## config.mk

```make
export PLATFORM = sky130hd
export DESIGN_NAME = rwl_bitser_seq
export DESIGN_NICKNAME = d
export VERILOG_FILES = /design/src/rtl/rwl_pkg.sv /design/src/rtl/rwl_plane_mux.sv /design/src/rtl/rwl_bitser_seq.sv
export SDC_FILE = /design/constraint.sdc
export NUM_CORES = 2
export LEC_CHECK = 0
export CORE_AREA = 4 4 568 570
export DETAILED_ROUTE_END_ITERATION = 7
export DIE_AREA = 0 0 572 574
export GPL_TIMING_DRIVEN = 0
export MAX_ROUTING_LAYER = met4
export SYNTH_ARGS = -nofsm -noshare
export SYNTH_HDL_FRONTEND = slang
export SYNTH_HIERARCHICAL = 1
export SYNTH_SLANG_ARGS = --single-unit
```

## constraint.sdc

```tcl
create_clock -name clk -period 8.72 [get_ports clk]
set_input_delay 1.308 -clock clk [delete_from_list [all_inputs] [get_ports clk]]
set_output_delay 1.308 -clock clk [all_outputs]
set_load 0.05 [all_outputs]
```

## src/rtl/rwl_pkg.sv

```systemverilog
// Shared constants, index widths and state encoding for the bit-serial read-word-line sequencer.
package rwl_pkg;

    localparam int INPUT_WIDTH = 144;
    localparam int GROUP_SIZE  = 12;
    localparam int XBITS       = 8;
    localparam int NUM_GROUPS  = INPUT_WIDTH / GROUP_SIZE;

    function automatic int clog2_min1(input int n);
        int r;
        r = $clog2(n);
        if (r < 1) begin
            return 1;
        end else begin
            return r;
        end
    endfunction

    localparam int GRP_W = clog2_min1(NUM_GROUPS);
    localparam int BIT_W = clog2_min1(XBITS);
    localparam int PRE_W = 4;

    typedef enum logic [1:0] {
        ST_IDLE  = 2'd0,
        ST_DRIVE = 2'd1,
        ST_PRE   = 2'd2,
        ST_DONE  = 2'd3
    } rwl_state_e;

endpackage

```

## src/rtl/rwl_plane_mux.sv

```systemverilog
// Combinational bit-plane selector: picks bit bit_idx_i of every element, masked to the active group.
module rwl_plane_mux
    import rwl_pkg::*;
(
    input  logic [INPUT_WIDTH*XBITS-1:0] xin_lat_i,
    input  logic [BIT_W-1:0]             bit_idx_i,
    input  logic [GRP_W-1:0]             grp_idx_i,
    input  logic                         mode_all_i,
    output logic [INPUT_WIDTH-1:0]       pattern_o
);

    logic [XBITS-1:0] elem_s;

    // Per-row plane bit, zeroed outside the selected group unless all groups are driven
    always_comb begin
        pattern_o = {INPUT_WIDTH{1'b0}};
        elem_s    = {XBITS{1'b0}};
        for (int i = 0; i < INPUT_WIDTH; i++) begin
            elem_s = xin_lat_i[i*XBITS +: XBITS];
            if (mode_all_i || (GRP_W'(i / GROUP_SIZE) == grp_idx_i)) begin
                pattern_o[i] = elem_s[bit_idx_i];
            end else begin
                pattern_o[i] = 1'b0;
            end
        end
    end

endmodule

```

## src/rtl/rwl_bitser_seq.sv

```systemverilog
// Read-word-line sequencer: latches xin on start, walks planes MSB-first and groups, one registered
// rwlb pattern per accepted step, with optional all-zero precharge bubbles between steps.
module rwl_bitser_seq
    import rwl_pkg::*;
#(
    parameter int PRE_CYC = 0
) (
    input  logic                         clk,
    input  logic                         rst_n,
    input  logic                         start,
    input  logic                         abort,
    input  logic                         mode_all,
    input  logic                         row_sel,
    input  logic [INPUT_WIDTH*XBITS-1:0] xin,
    input  logic                         mac_ready,
    output logic [INPUT_WIDTH-1:0]       rwlb_ping,
    output logic [INPUT_WIDTH-1:0]       rwlb_pong,
    output logic                         step_valid,
    output logic                         step_last,
    output logic [BIT_W-1:0]             bit_idx,
    output logic [GRP_W-1:0]             grp_idx,
    output logic                         busy,
    output logic                         done
);

    rwl_state_e                   state_q, state_d;
    logic [BIT_W-1:0]             bit_q, bit_d;
    logic [GRP_W-1:0]             grp_q, grp_d;
    logic [PRE_W-1:0]             pre_q, pre_d;
    logic [INPUT_WIDTH*XBITS-1:0] xin_q, xin_d;
    logic                         mode_q, mode_d;
    logic                         row_q, row_d;
    logic [INPUT_WIDTH-1:0]       ping_q, ping_d, pong_q, pong_d, pat_s;
    logic                         valid_q, valid_d, last_q, last_d;
    logic                         busy_q, busy_d, done_q, done_d;
    logic                         plane_end_s;

    assign plane_end_s = mode_q || (grp_q == GRP_W'(NUM_GROUPS - 1));

    // Sequencing: state, step counters and start-time latches
    always_comb begin
        state_d = state_q;
        bit_d   = bit_q;
        grp_d   = grp_q;
        pre_d   = pre_q;
        xin_d   = xin_q;
        mode_d  = mode_q;
        row_d   = row_q;
        if (abort) begin
            state_d = ST_IDLE;
            bit_d   = {BIT_W{1'b0}};
            grp_d   = {GRP_W{1'b0}};
            pre_d   = {PRE_W{1'b0}};
        end else begin
            case (state_q)
                ST_IDLE: begin
                    if (start) begin
                        state_d = ST_DRIVE;
                        xin_d   = xin;
                        mode_d  = mode_all;
                        row_d   = row_sel;
                        bit_d   = BIT_W'(XBITS - 1);
                        grp_d   = {GRP_W{1'b0}};
                    end else begin
                        state_d = ST_IDLE;
                    end
                end
                ST_DRIVE: begin
                    if (!mac_ready) begin
                        state_d = ST_DRIVE;
                    end else if (last_q) begin
                        state_d = ST_DONE;
                    end else begin
                        // Advance now so PRE already presents the upcoming step's indices
                        if (plane_end_s) begin
                            grp_d = {GRP_W{1'b0}};
                            bit_d = bit_q - BIT_W'(1);
                        end else begin
                            grp_d = grp_q + GRP_W'(1);
                        end
                        if (PRE_CYC > 0) begin
                            state_d = ST_PRE;
                            pre_d   = PRE_W'(PRE_CYC - 1);
                        end else begin
                            state_d = ST_DRIVE;
                        end
                    end
                end
                ST_PRE: begin
                    if (pre_q == {PRE_W{1'b0}}) begin
                        state_d = ST_DRIVE;
                    end else begin
                        pre_d = pre_q - PRE_W'(1);
                    end
                end
                ST_DONE: begin
                    state_d = ST_IDLE;
                    bit_d   = {BIT_W{1'b0}};
                    grp_d   = {GRP_W{1'b0}};
                end
                default: begin
                    state_d = ST_IDLE;
                end
            endcase
        end
    end

    // Pattern is built from next-state values so the first step appears one cycle after start
    rwl_plane_mux u_mux (
        .xin_lat_i  (xin_d),
        .bit_idx_i  (bit_d),
        .grp_idx_i  (grp_d),
        .mode_all_i (mode_d),
        .pattern_o  (pat_s)
    );

    // Next values of the registered outputs
    always_comb begin
        valid_d = (state_d == ST_DRIVE);
        last_d  = valid_d && (bit_d == {BIT_W{1'b0}}) &&
                  (mode_d || (grp_d == GRP_W'(NUM_GROUPS - 1)));
        busy_d  = (state_d == ST_DRIVE) || (state_d == ST_PRE);
        done_d  = (state_d == ST_DONE);
        if (valid_d && !row_d) begin
            ping_d = pat_s;
        end else begin
            ping_d = {INPUT_WIDTH{1'b0}};
        end
        if (valid_d && row_d) begin
            pong_d = pat_s;
        end else begin
            pong_d = {INPUT_WIDTH{1'b0}};
        end
    end

    // State and output registers
    always_ff @(posedge clk or negedge rst_n) begin
        if (!rst_n) begin
            state_q <= ST_IDLE;
            bit_q   <= {BIT_W{1'b0}};
            grp_q   <= {GRP_W{1'b0}};
            pre_q   <= {PRE_W{1'b0}};
            xin_q   <= {(INPUT_WIDTH*XBITS){1'b0}};
            mode_q  <= 1'b0;
            row_q   <= 1'b0;
            ping_q  <= {INPUT_WIDTH{1'b0}};
            pong_q  <= {INPUT_WIDTH{1'b0}};
            valid_q <= 1'b0;
            last_q  <= 1'b0;
            busy_q  <= 1'b0;
            done_q  <= 1'b0;
        end else begin
            state_q <= state_d;
            bit_q   <= bit_d;
            grp_q   <= grp_d;
            pre_q   <= pre_d;
            xin_q   <= xin_d;
            mode_q  <= mode_d;
            row_q   <= row_d;
            ping_q  <= ping_d;
            pong_q  <= pong_d;
            valid_q <= valid_d;
            last_q  <= last_d;
            busy_q  <= busy_d;
            done_q  <= done_d;
        end
    end

    assign rwlb_ping  = ping_q;
    assign rwlb_pong  = pong_q;
    assign step_valid = valid_q;
    assign step_last  = last_q;
    assign bit_idx    = bit_q;
    assign grp_idx    = grp_q;
    assign busy       = busy_q;
    assign done       = done_q;

endmodule
```

* Word-level counts from Yosys, hierarchy flattened
Cells that the tools add are included.
Word-level totals: bits of input ports 1159, logic and storage cells 527, output and inout bits 299, flip-flop bits (word level) 1459
Cells by class: reduce and logical (&&, ||, !) cells 26, magnitude comparators 1, multiplexer cells 464, equal/unequal tests 20, $add $sub $neg 3
Operators by type and width (number):
- $mux 1152 | 3
- $bmux 1 s3 | 144
- $mux 1 | 295
- $mux 144 | 2
- $mux 4 | 8
- $eq 3x4->1 const A | 4
- $eq 4x4->1 const A | 4
- $logic_or 1x1->1 | 15
- $mux 3 | 5
- $pmux 4 s3 | 1
- $pmux 3 s3 | 1
- $eq 2x2->1 const B | 4
- $eq 2x4->1 const A | 2
- $eq 4x4->1 const B | 2
- $logic_not 4->1 | 2
- $mux 2 | 4
- $pmux 2 s4 | 1
- $add 4x1->4 const B | 1
- $eq 1x4->1 const A | 1
- $eq 2x1->1 const B | 2
- $logic_and 1x1->1 | 4
- $lt 3x4->1 const B | 1
- $sub 4x1->4 const B | 1
- $logic_not 3->1 | 1
- other kinds (6) | 6

* Depth between registers and ports, before layout
word-level depth 11, mapped depth 14, mapped depth without buffers 11

* Cells and area by module
The synthesis kept the hierarchy.
By module, submodules not included:
- rwl_bitser_seq | area each 53331.1 um^2, times used 1, cells each 5600
- rwl_plane_mux | area each 9374.0 um^2, times used 1, cells each 852

* Worst setup path after synthesis
No wires, ideal clock.
path kind in2reg, start point in mac_ready, end point reg ping_q[135], in the netlist rwlb_ping[135], arrival time 3452 ps, setup slack 5149 ps, stages on the path 11, setup time 120 ps, path through and2b_2 > o21ai_2 > or4_1 > nand3_1 > buf_4 > buf_6 > buf_6 > mux4_2 > inv_1 > o22ai_1 > and3_1
Between the ends: word-level cells in the longest chain between the ends 7, elaborated cells between the ends (all ways) 17, classes of those cells eq/ne: 2; mux: 13; reduce/logical: 2
RTL lines:
- start: declaration | line rwl_bitser_seq.sv:15 | input logic mac_ready,
- $mux 3 | line rwl_bitser_seq.sv:69 | if (!mac_ready) begin
- $pmux 3 s3 | line rwl_bitser_seq.sv:55 | case (state_q)
- $mux 3 | line rwl_bitser_seq.sv:49 | if (abort) begin
- named net bit_d[0] | line rwl_bitser_seq.sv:27 | logic [BIT_W-1:0] bit_q, bit_d;
- $bmux 1 s3 | line rwl_plane_mux.sv:21 | pattern_o[i] = elem_s[bit_idx_i];
- $mux 1 (not written as such) | line rwl_plane_mux.sv:21
- $mux 1 | line rwl_plane_mux.sv:20 | if (mode_all_i || (GRP_W'(i / GROUP_SIZE) == grp_idx_i)) begin
- named net pat_s[135] | line rwl_bitser_seq.sv:33 | logic [INPUT_WIDTH-1:0] ping_q, ping_d, pong_q, pong_d, pat_s;
- $mux 144 | line rwl_bitser_seq.sv:124 | if (valid_d && !row_d) begin
- named net ping_d[135] | line rwl_bitser_seq.sv:33
- end signal: assignment | line rwl_bitser_seq.sv:146 | ping_q <= {INPUT_WIDTH{1'b0}};
- end signal: assignment | line rwl_bitser_seq.sv:160 | ping_q <= ping_d;
- end: declaration | line rwl_bitser_seq.sv:33
The timed path passes the listed nets, and every way through them passes these cells. The select of a mux whose other input is x is not followed. A chain may end at the register's enable or synchronous reset.

* Final worst setup path
start point in abort, end point reg ping_q[135], in the netlist rwlb_ping[135]
Between the ends: elaborated cells between the ends (all ways) 15, classes of those cells eq/ne: 2; mux: 10; reduce/logical: 3
RTL lines:
- start: declaration | line rwl_bitser_seq.sv:11 | input logic abort,
- $mux 1 | line rwl_bitser_seq.sv:49
- named net mode_d | line rwl_bitser_seq.sv:31 | logic mode_q, mode_d;
- $logic_or 1x1->1 | line rwl_plane_mux.sv:20
- $mux 1 | line rwl_plane_mux.sv:20
- named net pat_s[135] | line rwl_bitser_seq.sv:33
- $mux 144 | line rwl_bitser_seq.sv:124
- named net ping_d[135] | line rwl_bitser_seq.sv:33
The timed path passes the listed nets, and every way through them passes these cells. The select of a mux whose other input is x is not followed.

==> results.md <==
* Final count of hold timing violations at 0
* Max IR drop VDD at 0.164 mV
* Count of routing violations after the opening detailed-route iteration at 4,011
* CP dominant cell by count: nand2_1
* Mean post-synth cell area at 9.72 µm²
* Synth area leader: dfrtp_1
* Post-DRT Antenna Nets at 0
* I/O pin count at approximately 1,500
* Slowest-stage cell, CP: buf_2
* Min Tclk post-route at 6.51 ns
* Worst slew margin at -0.0549
* Post-Synth Adder-Cell Area at 0.00120
* Post-CTS sizing at 0
* Post-Syn Area at between 60,000 and 70,000 µm²
* First-pass iteration count of the detailed router at 5
* Critical Path, Cell by Cell: clkdlybuf4s50_1 -> nor2_1 -> and2_4 -> buf_2 -> buf_4 -> nand2_1 -> nand2_1 -> clkbuf_1 -> o21bai_1 -> clkbuf_2 -> o22ai_1 -> and3_1
* Status: finished, violations left
* Synth warn at 6
* Rows at 207
* Largest net degree at the start of global routing at roughly 170
* CTS tree: done
* Leakage Power at 42.9 nW
* Xor/xnor cell area share of the yosys netlist at 0.000419
* Yosys reg bits at 1,459
* Hold Buf Count CTS at 0
* Placer's final routability congestion estimate at 0.924
* Post-synthesis simple-gate area fraction at 0.242
* Tcrit/Tclk final at 0.747
* Fmax at 154 MHz
* Routed WL at between 300 and 400 mm
* Slew @ Worst Pin at 1.58 ns
* Setup repair after global routing missed its margin: false
* Compound-Gate Fraction of Synth Area at 0.0190
* Clk_lat worst skew at around 0.87 ns
* Fin. max-slew vios at 4
* Synthesized instance count at 6,452
* Worst-path clk slew at 0.06 ns
* Yosys cell types at 44
* Setup crit end kind: flop
* Vias in the first global route at roughly 54,000
* First-pass GRT wire length at 420 mm
* Number of buffers and inverters on the critical path at 5
* Drt via density at 4.17
* Total gr overflow at 0
* Maxcap violations at 1
* Initial antenna violation count at 160
* Top-area cell type share of the netlist area at 0.582
* Crit path kind: in2reg
* Crit path max fanout at 16
* HP Class: in2async
* Crit path DAT at 7.23 ns
* Post-route DRC at 0
* Setup Buffers After CTS at 0
* Setup TNS Final at 0 ns
* Critical Path Max Stage Delay at 0.84 ns
* Multiplexer share of the synthesized area at 0.104
* Crit start category: primary input
* Syn-to-layout area delta at 42.1%
* Failing checks: capacitance limit, slew limit
* Die ar. at approximately 330,000 µm²
* H-Tree Level Count at 4
* CTS root buf: clkbuf_16
* DP Worst Slack at 1.20 ns
* Kind of cell adding the most delay to the critical path: buffers and inverters
* Starting Density at 0.198
* Post-DP HPWL at 246 mm
* Final Worst Setup Slack at 2.21 ns
* Clock sink count at 1,459
* Power per cell area at 224 nW/µm²
* Largest cells by area after synthesis: dfrtp_1 (58%), nand2_1 (21%), mux4_2 (10%)
* IO Port Bufs at around 1,500
* Largest family of logic cells by synthesized area: simple AND/OR/NAND/NOR gates
* Worst EP required at 9.44 ns
* Deepest clock path buffer count at 4
* Final setup violation count at 0
* Clk_skew at around 0.11 ns
* Share of post-route cells with drive strength above 1 at 0.103
* Nets at between 9,000 and 10,000
* GRT Overall Usage at 0.187
* DR WL/cell at 24.7 µm
* Die height at around 570 µm
* Post-Syn Nets at 7,617
* Width of the die at 572 µm
* CTS buffer count at roughly 180
* Seq/Total Area, Yosys at 0.582
* Core Region at 317,000 µm²
* DR vias at approximately 53,000
[cell usage in the layout, fill, tap and decap left out, types with 4 or more instances in the layout]
master / n
nand2_1: 3459
o21bai_1: 9
clkinvlp_4: 7
inv_1: 298
and3_1: 144
bufinv_16: 10
nor4b_1: 4
o21ai_0: 9
nor2b_1: 4
and2_1: 144
clkbuf_8: 22
nand3_1: 5
buf_2: 175
buf_1: 13
mux4_2: 288
diode_2: 165
inv_6: 7
o22ai_1: 145
buf_4: 38
clkdlybuf4s50_1: 1456
o21ai_1: 5
and4bb_2: 6
clkbuf_2: 6
dfrtp_1: 1459
a21oi_1: 6
ha_1: 6
buf_16: 13
clkinv_2: 35
nor2_1: 17
buf_6: 34
clkbuf_16: 177
clkbuf_1: 186
[per-stage QoR]
step / hold WS (ns) / cell area [µm²] / power, mW / util / cells
final: 0.351 / 89100 / 20.0 / 0.281 / 12600
after floorplan: 0.436 / 62700 / 10.5 / - / 6452
after CTS: 0.313 / 88700 / 20.3 / 0.280 / 12400
after global routing: 0.365 / 89000 / 20.9 / 0.281 / 12600
after global placement: 0.448 / 82500 / 12.9 / 0.260 / 12100
after detailed placement: 0.453 / 83000 / 12.8 / 0.262 / 12100
[flip-flops by register name, indices dropped and copies added, names as in the netlist]
| register | count |
|---|---|
| grp_idx | 4 |
| busy | 1 |
| xin_q | 1152 |
| rwlb_pong | 144 |
| mode_q | 1 |
| step_valid | 1 |
| pre_q | 4 |
| row_q | 1 |
| step_last | 1 |
| done | 1 |
| state_q | 2 |
| bit_idx | 3 |
| rwlb_ping | 144 |
[final timing paths]
kind / slack (ns) / depth (start not counted) / start / end
max: 2.21 / 12 / abort / rwlb_ping[135]$_DFF_PN0_
min: 0.35 / 1 / rst_n / xin_q[689]$_DFF_PN0_
max reg2reg: 2.72 / 13 / state_q[1]$_DFF_PN0_ / rwlb_ping[135]$_DFF_PN0_
min reg2reg: 0.46 / 2 / xin_q[550]$_DFF_PN0_ / xin_q[550]$_DFF_PN0_
max in group asynchronous: 4.68 / 6 / rst_n / rwlb_ping[61]$_DFF_PN0_
min in group clk: 0.46 / 2 / xin_q[550]$_DFF_PN0_ / xin_q[550]$_DFF_PN0_
[report_power, final]
part,internal (mW),switching [mW]
registers,7.73,0.263
clock network,4.25,3.09
logic,1.84,2.81
[area by class of cell]
class	instances	area, µm²
Timing Repair Buffer	1476	15000
Clock buffer	245	4900
Buffer	404	2130
Sequential cell	1459	36500
Clock inverter	69	781
Inverter	298	1120
Antenna cell	165	413
Tap cell	4180	5230
Multi-Input combinational cell	4291	23000
Fill cell	33600	228000
[synth_stat cells (all sizes together)]
cell,count
clkbuf,146
o211ai,2
and4b,2
and2,145
o21ai,17
and4bb,6
ha,6
mux2i,1
nor2,17
a31o,1
nor3b,3
nand3,5
buf,258
a22oi,3
and2b,1
or4,2
and3,144
a21oi,6
a21o,2
nand2b,2
nor3,1
dfrtp,1459
o22ai,145
nand2,3460
inv,298
mux4,288
or3,2
nand3b,1
nor4b,5
o21bai,12
nor2b,4
xnor2,3
nand4,1
nor4,2
and3b,1
o2111a,1
[routing by layer]
layer  GRT usage  vias to the layer above  wire length, µm
met3      0.0527                      468            26600
met5           -                        -                0
met2       0.313                     2242           154000
met4      0.0923                        0            15300
li1            -                    24000                -
met1       0.205                    25800           115000
[logic make-up after synthesis]
| logic type | Yosys count |
|---|---|
| simple gates | 3804 |
| flops | 1459 |
| buf+inv | 702 |
| mux | 289 |
| compound gates | 189 |
| fa+ha+maj | 6 |
| xor+xnor | 3 |
Power figures use the tool's default switching activity.
